### src/rtl/axi_cmd_sequencer.sv
// Command sequencer for an AXI4 master: queues incoming read/write commands and
// launches them one at a time, waiting for completion or a timeout before the next.
module axi_cmd_sequencer #(
  parameter int DATA_WIDTH = 32,
  parameter int ADDR_WIDTH = 32,
  parameter int ID_WIDTH   = 4,
  parameter int FIFO_DEPTH = 4,
  parameter int TIMEOUT    = 1024
) (
  input  logic                  m_clk,
  input  logic                  m_rst,
  input  logic                  cmd_valid,
  output logic                  cmd_ready,
  input  logic                  cmd_rw,
  input  logic [ADDR_WIDTH-1:0] cmd_addr,
  input  logic [DATA_WIDTH-1:0] cmd_data,
  input  logic [3:0]            cmd_strb,
  input  logic [ID_WIDTH-1:0]   cmd_id,
  input  logic [7:0]            cmd_len,
  output logic                  start_write,
  output logic                  start_read,
  output logic [ADDR_WIDTH-1:0] m_address,
  output logic [DATA_WIDTH-1:0] m_w_data,
  output logic [3:0]            m_w_strb,
  output logic [ID_WIDTH-1:0]   m_id,
  output logic [7:0]            m_len,
  input  logic                  op_done,
  input  logic                  clear_err,
  output logic                  busy,
  output logic                  timeout_err,
  output logic [15:0]           done_cnt
);

  localparam int PTR_W = (FIFO_DEPTH > 1) ? $clog2(FIFO_DEPTH) : 1;
  localparam int CNT_W = $clog2(FIFO_DEPTH + 1);
  localparam int ENT_W = 1 + ADDR_WIDTH + DATA_WIDTH + 4 + ID_WIDTH + 8;
  localparam int TMR_W = (TIMEOUT > 1) ? $clog2(TIMEOUT) : 1;

  localparam logic [CNT_W-1:0] FIFO_FULL = CNT_W'(FIFO_DEPTH);
  localparam logic [TMR_W-1:0] TMR_LAST  = TMR_W'(TIMEOUT - 1);

  localparam logic [1:0] S_IDLE  = 2'd0;
  localparam logic [1:0] S_ISSUE = 2'd1;
  localparam logic [1:0] S_WAIT  = 2'd2;

  logic [1:0]       state;
  logic [TMR_W-1:0] wait_cnt;

  logic [ENT_W-1:0] fifo_mem [FIFO_DEPTH];
  logic [PTR_W-1:0] wr_ptr;
  logic [PTR_W-1:0] rd_ptr;
  logic [CNT_W-1:0] fifo_cnt;
  logic             fifo_full;
  logic             fifo_empty;
  logic             push;
  logic             pop;
  logic             timeout_hit;

  logic                  h_rw;
  logic [ADDR_WIDTH-1:0] h_addr;
  logic [DATA_WIDTH-1:0] h_data;
  logic [3:0]            h_strb;
  logic [ID_WIDTH-1:0]   h_id;
  logic [7:0]            h_len;

  assign fifo_full  = (fifo_cnt == FIFO_FULL);
  assign fifo_empty = (fifo_cnt == '0);
  // Ready looks only at occupancy, so a pop in the same cycle never opens a slot early.
  assign cmd_ready  = !fifo_full;
  assign push       = cmd_valid && !fifo_full;
  assign pop        = (state == S_IDLE) && !fifo_empty;
  assign busy       = (state != S_IDLE) || !fifo_empty;

  assign {h_rw, h_addr, h_data, h_strb, h_id, h_len} = fifo_mem[rd_ptr];

  // op_done wins over a coincident timeout.
  assign timeout_hit = (state == S_WAIT) && !op_done && (wait_cnt == TMR_LAST);

  // Queue storage carries no reset; only pointers and occupancy define its contents.
  always_ff @(posedge m_clk) begin
    if (push) begin
      fifo_mem[wr_ptr] <= {cmd_rw, cmd_addr, cmd_data, cmd_strb, cmd_id, cmd_len};
    end
  end

  always_ff @(posedge m_clk or posedge m_rst) begin
    if (m_rst) begin
      wr_ptr   <= '0;
      rd_ptr   <= '0;
      fifo_cnt <= '0;
    end else begin
      if (push) begin
        wr_ptr <= wr_ptr + PTR_W'(1);
      end
      if (pop) begin
        rd_ptr <= rd_ptr + PTR_W'(1);
      end
      case ({push, pop})
        2'b10:   fifo_cnt <= fifo_cnt + CNT_W'(1);
        2'b01:   fifo_cnt <= fifo_cnt - CNT_W'(1);
        default: fifo_cnt <= fifo_cnt;
      endcase
    end
  end

  // Launch stage: the pop edge registers the head entry and raises the start pulse,
  // so both are visible during the single ISSUE cycle.
  always_ff @(posedge m_clk or posedge m_rst) begin
    if (m_rst) begin
      state       <= S_IDLE;
      start_write <= 1'b0;
      start_read  <= 1'b0;
      wait_cnt    <= '0;
      done_cnt    <= '0;
    end else begin
      start_write <= 1'b0;
      start_read  <= 1'b0;
      case (state)
        S_IDLE: begin
          if (!fifo_empty) begin
            state       <= S_ISSUE;
            start_write <= h_rw;
            start_read  <= !h_rw;
          end
        end
        S_ISSUE: begin
          state    <= S_WAIT;
          wait_cnt <= '0;
        end
        S_WAIT: begin
          if (op_done) begin
            state    <= S_IDLE;
            done_cnt <= done_cnt + 16'd1;
          end else if (wait_cnt == TMR_LAST) begin
            state <= S_IDLE;
          end else begin
            wait_cnt <= wait_cnt + TMR_W'(1);
          end
        end
        default: state <= S_IDLE;
      endcase
    end
  end

  always_ff @(posedge m_clk or posedge m_rst) begin
    if (m_rst) begin
      timeout_err <= 1'b0;
    end else if (timeout_hit) begin
      timeout_err <= 1'b1;
    end else if (clear_err) begin
      timeout_err <= 1'b0;
    end
  end

  always_ff @(posedge m_clk or posedge m_rst) begin
    if (m_rst) begin
      m_address <= '0;
      m_w_data  <= '0;
      m_w_strb  <= '0;
      m_id      <= '0;
      m_len     <= '0;
    end else if (pop) begin
      m_address <= h_addr;
      m_w_data  <= h_data;
      m_w_strb  <= h_strb;
      m_id      <= h_id;
      m_len     <= h_len;
    end
  end

  a_start_excl: assert property (@(posedge m_clk) disable iff (m_rst)
    !(start_write && start_read));

  a_start_pulse: assert property (@(posedge m_clk) disable iff (m_rst)
    (start_write || start_read) |=> !(start_write || start_read));

endmodule
### config.mk
export PLATFORM = sky130hd
export DESIGN_NAME = axi_cmd_sequencer
export DESIGN_NICKNAME = d
export VERILOG_FILES = /design/src/rtl/axi_cmd_sequencer.sv
export SDC_FILE = /design/constraint.sdc
export NUM_CORES = 1
export LEC_CHECK = 0
export ABC_CLOCK_PERIOD_IN_PS = 8500
export CAP_MARGIN = 10
export CELL_PAD_IN_SITES_DETAIL_PLACEMENT = 0
export CELL_PAD_IN_SITES_GLOBAL_PLACEMENT = 1
export CORE_MARGIN = 2
export CORE_UTILIZATION = 35
export CTS_BUF_LIST = sky130_fd_sc_hd__clkbuf_8
export CTS_CLUSTER_DIAMETER = 80
export DETAILED_ROUTE_END_ITERATION = 10
export GPL_ROUTABILITY_DRIVEN = 0
export PLACE_DENSITY = 0.58
export SYNTH_ARGS = -nofsm -noshare
export SYNTH_HDL_FRONTEND = slang
export SYNTH_SLANG_ARGS = --single-unit
### constraint.sdc
create_clock -name m_clk -period 8.5 [get_ports m_clk]
set_clock_uncertainty 0.15 [all_clocks]
set_input_delay 1.275 -clock m_clk [delete_from_list [all_inputs] [get_ports m_clk]]
set_output_delay 1.275 -clock m_clk [all_outputs]
set_load 0.02 [all_outputs]
==> impl_metrics.tcl, run 1 <==
set metrics [dict create \
    status "complete, no violations" \
    clkPwrFrac 0.236 \
    seqPwrFrac 0.450 \
    power.density_nw_per_um2 353 \
    p_total_mw 7.20 \
    layout_min_cycle_time_ns 3.66 \
    cp_max_fo 84 \
    io_pins 187 \
    cts_buffer_depth 3 \
    grt_overflow 0 \
    cp_common_cell "xor2_1" \
    drt-pass1-iter-count 6 \
    grtUsageTotal 0.150 \
    ant_nets 0 \
    grt_start_max_net_pins 85 \
    post_cts_resize_count 0 \
    antenna_found_initial 2 \
    initial_core_util 0.354 \
    critPathCaptureType "flip-flop" \
    synth_top_area_frac 0.590 \
    period_share 0.431 \
    cts_sinks 442 \
    fmax_mhz 273 \
    grt_pass1_vias 9191 \
    worstPathCellList "nor3_1 -> nand2b_4 -> clkinv_2 -> ha_1 -> inv_1 -> fa_1 -> xor2_1 -> nor2_1 -> xor2_1" \
    synthArstFlopShare 0.267 \
    yosys.area.top_type "edfxtp_1" \
    cts_root_buf "clkbuf_8" \
    cp_top_family "simple AND/OR/NAND/NOR gates" \
    fin_ws_ns 4.84 \
    cp-start-kind "flip-flop" \
    rows 79 \
    first_iter_violations 557 \
    synth_edf_count 324 \
    p_sw_mw 2.38 \
    ys_top_cells_by_area "edfxtp_1, dfrtp_1, mux4_2, nand2_1, xnor2_1" \
    synth.distinct_cells 45 \
    insertion_delay_ns 0.61 \
    drcViolationCount 0 \
    rsz0062_at_grt "false" \
    layout-drive-gt1-share 0.166 \
    hold_buffers 0 \
    sw_frac_of_total 0.331 \
    core_um2 46600 \
    nNetsFinal 1251 \
    slew_viol_final 0 \
    hold_viol_final 0 \
    required_ns 8.84 \
    cts_made_buffers 73 \
    power.leakage_nw 7.65 \
    wl_per_cell_um 19.7 \
    vias 8575 \
    area_growth_pct 23.6 \
    netlist_area_um2 16500 \
    synth_fp_nets 1020 \
    yosys_most_used_dff "edfxtp_1" \
    arrival_ns 4.00 \
    post_cts_buffers 0 \
    die_y_um 221 \
    irDropWorstVdd_mv 0.190 \
    cts.htree.levels 3 \
    fillers 4152 \
    syn_area_per_cell_um2 17.8 \
    critical-path-max-stage-delay_ns 0.88 \
    pre_cts_ws_ns 4.69 \
    setup_viol 0 \
    maxCapViolations 0 \
    synth-seq-area-share 0.769 \
    internal_power_mw 4.82 \
    setup_tns_ns 0 \
    portBuffers 186 \
    die_width_um 221 \
    timing_worst_setup_path_type "reg2reg" \
    worst-path-buf-inv 2 \
    via_per_inst 4.70 \
    drt-total-wl_mm 35.9 \
    comb_power_share 0.314 \
    grt_pass1_wl_mm 55.4 \
    hpwl_mm 21.2 \
    cts_tree "built" \
    worstMarginPinSlew_ns 1.07 \
    cp_slowest_cell "nand2b_4" \
    maxSlewHeadroom 0.289 \
    synthCells 926 \
    hold_path_class "reg2reg" \
    ys_ff_latch 442 \
    die-area_um2 48900 \
    yosys_warnings 0 \
    clk_pin_slew_ns 0.06 \
]
cell usage after synthesis (2+ instances only):
library cell and instances:
a21oi_1 3, a221o_1 2, and2_1 2, and3_1 7
and3_2 3, and4_1 3, buf_1 13, buf_2 12
buf_6 2, clkbuf_1 11, dfrtp_1 118, edfxtp_1 324
ha_1 7, inv_1 12, mux2_2 3, mux2i_1 4
mux4_2 81, nand2_1 255, nand2b_1 2, nand3_1 7
nand4_1 4, nor2_1 7, nor3_1 3, xnor2_1 15
xor2_1 6
logic make-up (layout without fill, tap and decap cells):
family | count (synthesis) | after routing | synth area share
AND/OR/NAND/NOR | 305 | 305 | 0.0779
other | 0 | 1 | 0
flip-flops | 442 | 442 | 0.769
multiplexers | 88 | 88 | 0.115
buffers and inverters | 50 | 340 | 0.0132
AO/OA/AOI/OAI | 12 | 12 | 0.00683
XOR/XNOR | 21 | 21 | 0.0112
adder cells (fa/ha/maj) | 8 | 8 | 0.00653
final cells by class:
class | count | area (µm²) | share of cell area
Sequential cell | 442 | 12700 | 0.623
Multi-Input combinational cell | 434 | 3610 | 0.177
Timing Repair Buffer | 194 | 1920 | 0.0943
Clock buffer | 83 | 1140 | 0.0560
Tap cell | 607 | 759 | 0.0373
Clock inverter | 51 | 203 | 0.00994
Inverter | 12 | 51.3 | 0.00252
Antenna cell | 1 | 2.50 | 0.000123
state kept, by name (all words and copies together) (netlist names), 2 cells and up:
name,cells
done_cnt,16
m_address,32
fifo_mem,324
wr_ptr,2
fifo_cnt,3
m_len,8
state,2
m_id,4
rd_ptr,2
m_w_data,32
m_w_strb,4
wait_cnt,10
worst paths after layout:
| check | from | endpoint | slack (ns) | cells past startpoint |
|---|---|---|---|---|
| max | fifo_cnt[0] | fifo_cnt[2] | 4.84 | 9 |
| min reg2reg | done_cnt[15] | done_cnt[15] | 0.31 | 1 |
| max in group asynchronous | m_rst | m_w_data[14] | 5.92 | 3 |
| min in group asynchronous | m_rst | m_len[5] | 0.95 | 2 |
| max reg2reg | fifo_cnt[0] | fifo_cnt[2] | 4.84 | 9 |
| min | done_cnt[15] | done_cnt[15] | 0.31 | 1 |
per-stage QoR:
stage	hold WS (ns)	util	area, µm²	std cells
floorplan	0.291	-	16500	926
global placement	0.306	0.409	19000	1689
detailed placement	0.313	0.409	19000	1689
CTS	0.323	0.438	20400	1823
global route	0.346	0.438	20400	1824
finish	0.313	0.438	20400	1824
layer usage:
metal / up-vias / share of wire / global-route usage
met4: 0 / 0.020 / 0.0578
met5: - / 0 / 0
met3: 51 / 0.045 / 0.0345
li1: 3925 / - / -
met1: 4405 / 0.46 / 0.202
met2: 194 / 0.48 / 0.236
placed cells by master (no fill, tap or decap), types with 3 or more instances in the layout:
cell type	n
edfxtp_1	324
nand2_1	255
clkdlybuf4s50_1	186
dfrtp_1	116
clkbuf_8	83
mux4_2	81
inv_1	45
xnor2_1	15
clkinv_1	11
buf_4	8
nor2_1	7
nand3_1	7
ha_1	7
xor2_1	6
and3_4	5
clkinv_2	4
nand4_1	4
mux2i_1	4
nor3_1	3
and3_1	3
and4_1	3
and3_2	3
mux2_2	3
a21oi_1	3
power groups by stage:
stage	combinational [mW]	clock [mW]	sequential (mW)
after floorplan	1.29	0	3.38
after global placement	2.33	0	3.29
after detailed placement	2.34	0	3.29
after CTS	2.34	1.77	3.26
after global routing	2.50	1.87	3.31
final	2.26	1.70	3.24
Power figures use the tool's default switching activity.
==> run 2: changes to the inputs <==
ABC_CLOCK_PERIOD_IN_PS = 3600   (was 8500)
clock period = 3.6 ns   (was 8.5 ns; I/O delays follow)
==> impl_metrics.tcl, run 2 (synthesis gave the netlist of run 1 again) <==
set metrics [dict create \
    layout_min_cycle_time_ns 2.67 \
    portBuffers 186 \
    cts.htree.levels 3 \
    setup_viol 0 \
    required_ns 2.91 \
    timing_worst_setup_path_type "reg2out" \
    die-area_um2 48900 \
    fillers 4131 \
    post_cts_resize_count 0 \
    period_share 0.742 \
    largest_register_ffs 324 \
    internal_power_mw 11.7 \
    setup_tns_ns 0 \
    area_growth_pct 25.7 \
    fmax_mhz 374 \
    final_cell_mix "edfxtp_1, nand2_1, clkdlybuf4s50_1" \
    wl_per_cell_um 19.7 \
    die_width_um 221 \
    pre_cts_ws_ns 1.00 \
    maxCapViolations 0 \
    reg_top3 "fifo_mem x324, m_address x32, m_w_data x32" \
    vias 8584 \
    ant_nets 0 \
    drt-pass1-iter-count 6 \
    cp_max_fo 8 \
    status "complete, no violations" \
    initial_core_util 0.354 \
    seqPwrFrac 0.431 \
    hpwl_mm 22.0 \
    mostFrequentLayoutCell "edfxtp_1" \
    antenna_found_initial 2 \
    post_cts_buffers 0 \
    hold_viol_final 0 \
    insertion_delay_ns 0.62 \
    power.density_nw_per_um2 843 \
    rows 79 \
    arrival_ns 1.98 \
    fin_ws_ns 0.929 \
    grt_start_max_net_pins 84 \
    grt_overflow 0 \
    cts_sinks 442 \
    cp-start-kind "flip-flop" \
    rsz0062_at_grt "false" \
    nNetsFinal 1264 \
    hold_buffers 0 \
    power.leakage_nw 7.77 \
    core_um2 46600 \
    worstPathCellList "nor2_1 -> nand2_1 -> clkdlybuf4s50_1" \
    layout-drive-gt1-share 0.185 \
    grt_pass1_wl_mm 56.2 \
    cp_slowest_cell "clkdlybuf4s50_1" \
    clkPwrFrac 0.247 \
    drt-total-wl_mm 36.3 \
    clk_pin_slew_ns 0.06 \
    slew_viol_final 0 \
    sw_frac_of_total 0.331 \
    via_per_inst 4.67 \
    maxSlewHeadroom 0.299 \
    critPathCaptureType "primary output" \
    cts_root_buf "clkbuf_8" \
    grtUsageTotal 0.151 \
    comb_power_share 0.322 \
    drcViolationCount 0 \
    first_iter_violations 544 \
    critical-path-max-stage-delay_ns 0.59 \
    cts_made_buffers 75 \
    cts_tree "built" \
    worstMarginPinSlew_ns 1.05 \
    cts_buffer_depth 3 \
    p_sw_mw 5.79 \
    regMostFlops "fifo_mem" \
    die_y_um 221 \
    hold_path_class "in2async" \
    num_antenna_cells 0 \
    grt_pass1_vias 9430 \
    io_pins 187 \
    irDropWorstVdd_mv 0.446 \
]
-- run 2: changes by cell type in the layout (fill, tap and decap cells not counted) --
cell        change
clkinvlp_4      +2
inv_1          -12
bufinv_16       +2
clkinv_8        +2
inv_6           +1
buf_12         +11
clkinv_1        +3
diode_2         -1
clkinv_2        +8
-- run 2: metrics by stage --
step                hold slack (ns)  power, mW  std cells  utilization  area (µm²)
floorplan                     0.291       11.0        926            -       16500
global placement              0.310       13.4       1700        0.414       19300
detailed placement            0.312       13.5       1700        0.414       19300
CTS                           0.280       17.9       1840        0.445       20700
global route                  0.319       18.6       1840        0.445       20700
finish                        0.317       17.5       1840        0.445       20700
-- run 2: critical path: cells and delay by family, from the launching register on --
kind                   cells  cell delay (ns)
buffers and inverters      1             0.59
flip-flops                 1             0.46
AND/OR/NAND/NOR            2             0.32
-- run 2: worst paths after layout --
kind                                from            end  slack [ns]  cells after the start
min in group m_clk         m_address[23]  m_address[23]        0.32                      2
max                             state[1]           busy        0.93                      3
max in group asynchronous          m_rst   done_cnt[10]        2.26                      3
min                                m_rst       m_len[3]        0.32                      2
min reg2reg                m_address[23]  m_address[23]        0.32                      2
max reg2reg                  wait_cnt[0]    wait_cnt[7]        1.27                      5
-- run 2: power groups by stage --
stage	Combinational [mW]	Clock, mW	Sequential [mW]
6_report	5.63	4.31	7.54
5_1_grt	6.19	4.72	7.68
4_1_cts	5.83	4.47	7.57
3_5_place_dp	5.80	0	7.66
3_3_place_gp	5.78	0	7.64
2_1_floorplan	3.05	0	7.98
-- run 2: per-layer routing --
| layer | part of all wire | global-route usage |
|---|---|---|
| met3 | 0.049 | 0.0378 |
| met5 | 0.00072 | 0 |
| met2 | 0.49 | 0.252 |
| met4 | 0.020 | 0.0507 |
| met1 | 0.44 | 0.192 |
-- run 2: layout make-up --
cell class / instances / area [µm²] / share of cell area
Clock inverter: 57 / 327 / 0.0158
Clock buffer: 83 / 1140 / 0.0551
Inverter: 12 / 50.0 / 0.00241
Multi-Input combinational cell: 434 / 3610 / 0.174
Sequential cell: 442 / 12700 / 0.612
Tap cell: 607 / 759 / 0.0366
Timing Repair Buffer: 205 / 2140 / 0.103
==> run 3: changes to the inputs <==
ABC_CLOCK_PERIOD_IN_PS = 2200   (was 3600)
PLACE_DENSITY = 0.61   (was 0.58)
clock period = 2.2 ns   (was 3.6 ns; I/O delays follow)
==> impl_metrics.tcl, run 3 (synthesis gave the netlist of run 1 again) <==
set metrics [dict create \
    die_width_um 221 \
    die_y_um 221 \
    status "complete, no violations" \
    slew_viol_final 0 \
    startpoint "done_cnt[6]" \
    timing_worst_setup_path_type "reg2out" \
    cp_slowest_cell "clkdlybuf4s50_1" \
    antenna_found_initial 4 \
    hpwl_mm 20.0 \
    nNetsFinal 1284 \
    maxSlewHeadroom 0.641 \
    drt-pass1-iter-count 4 \
    grt_start_max_net_pins 84 \
    arrival_ns 1.63 \
    required_ns 1.72 \
    grt_pass1_wl_mm 55.5 \
    first_iter_violations 475 \
    core_um2 46600 \
    io_pins 187 \
    dr.max_layer_used "met5" \
    wl_met1_mm 15.7 \
    hold_path.startpoint "clear_err" \
    cts_root_buf "clkbuf_8" \
    setup_viol 0 \
    seqCellArea_um2 12700 \
    regMostFlops "fifo_mem" \
    initial_core_util 0.354 \
    dpl-instance-area_um2 19500 \
    rows 79 \
    r2r_end "fifo_cnt[2]" \
    ff2ff_setup_slack_ns 0.16 \
    grt_pass1_vias 9363 \
    pre_cts_ws_ns 0.00706 \
    worst-path-buf-inv 1 \
    cts_buffer_depth 3 \
    power.density_nw_per_um2 1370 \
    irDropWorstVdd_mv 0.909 \
    cts_tree "built" \
    grtUsageTotal 0.150 \
    design_area_um2 20900 \
    area_growth_pct 26.9 \
    vias 8677 \
    reg_top3 "fifo_mem x324, m_address x32, m_w_data x32" \
    cts.htree.levels 3 \
    rsz0062_at_grt "false" \
    worstPathCellList "clkdlybuf4s50_1" \
    cp.depth 1 \
    layout_min_cycle_time_ns 2.11 \
    power.leakage_nw 7.98 \
    insertion_delay_ns 0.64 \
    met2_length_mm 17.2 \
    hold_path_class "in2reg" \
    cp_top_family "buffers and inverters" \
    wl_per_cell_um 19.1 \
    wl_met3_mm 1.88 \
    cp_max_fo 3 \
    finalNonFillerCells 1863 \
    cp-endpoint "done_cnt[6]" \
    multi_input_area_um2 3620 \
    hold_viol_final 0 \
    cts_made_buffers 77 \
    critPathCaptureType "primary output" \
    grt_overflow 0 \
    via_per_inst 4.66 \
    rr_startpoint "fifo_cnt[0]" \
    cp-start-kind "flip-flop" \
    clk_pin_slew_ns 0.06 \
    period_share 0.959 \
    layout-drive-gt1-share 0.201 \
    die-area_um2 48900 \
    drcViolationCount 0 \
    mostFrequentLayoutCell "edfxtp_1" \
    ant_nets 0 \
    largest_register_ffs 324 \
    fin_util 0.450 \
    setup_tns_ns 0 \
    drt-total-wl_mm 35.6 \
    fin_ws_ns 0.0905 \
    portBuffers 186 \
    hold_depth 2 \
    final_cell_mix "edfxtp_1, nand2_1, clkdlybuf4s50_1" \
    worstMarginPinSlew_ns 0.539 \
    cts_sinks 442 \
    fmax_mhz 474 \
    fillers 4100 \
    r2r.worst_path.cells 10 \
    critical-path-max-stage-delay_ns 0.62 \
    maxCapViolations 0 \
    dp_cells 1717 \
]
==> run 3: cell types whose count changed in the layout (fill, tap and decap cells not counted), sizes merged <==
cell	before	now
clkdlybuf4s50	186	160
dlygate4sd2	0	24
buf	19	37
clkinv	28	18
clkbuf	83	91
inv	35	41
bufinv	2	0
diode	0	2
clkdlybuf4s15	0	1
clkinvlp	4	5
dlygate4sd3	0	1
==> run 3: what timing repair did <==
action,4_1_cts,5_1_grt
hold endpoints to repair,26,0
setup buffers,0,0
resized for setup,34,0
hold buffers,1,0
pin swaps,0,1
endpoints found under the setup margin,26,1
==> run 3: how the worst min path moves through the flow <==
| stage | endpoint | slack, ns |
|---|---|---|
| global placement | m_address[5] | 0.31 |
| detailed placement | m_w_data[6] | 0.31 |
| CTS | timeout_err | 0.03 |
| finish | timeout_err | 0.12 |
| floorplan | fifo_mem[0][0] | 0.28 |
| global route | timeout_err | 0.11 |
==> run 3: final cells by class <==
class	instances	share of cell area
multi-input combinational	434	0.173
tap	607	0.0363
sequential	442	0.606
inverter	12	0.00245
clock inverter	52	0.0108
antenna	2	0.000239
clock buffer	91	0.0598
timing repair buffer	223	0.111
==> run 3: report_power, final <==
group	switching, mW	total, mW	internal, mW
logic	5.29	9.59	4.30
clock network	3.27	7.03	3.76
registers	0.906	12.2	11.2
total	9.46	28.8	19.3
==> run 3: stage by stage <==
stage | hold WS [ns] | total power, mW
global placement | 0.306 | 22.3
finish | 0.120 | 28.8
global route | 0.106 | 30.7
detailed placement | 0.311 | 22.3
floorplan | 0.279 | 18.0
CTS | 0.0313 | 29.5
==> run 3: metal layers <==
layer / vias up / global-route usage
li1: 3998 / -
met1: 4423 / 0.193
met2: 189 / 0.242
met3: 59 / 0.0428
met4: 8 / 0.0582
met5: - / 0
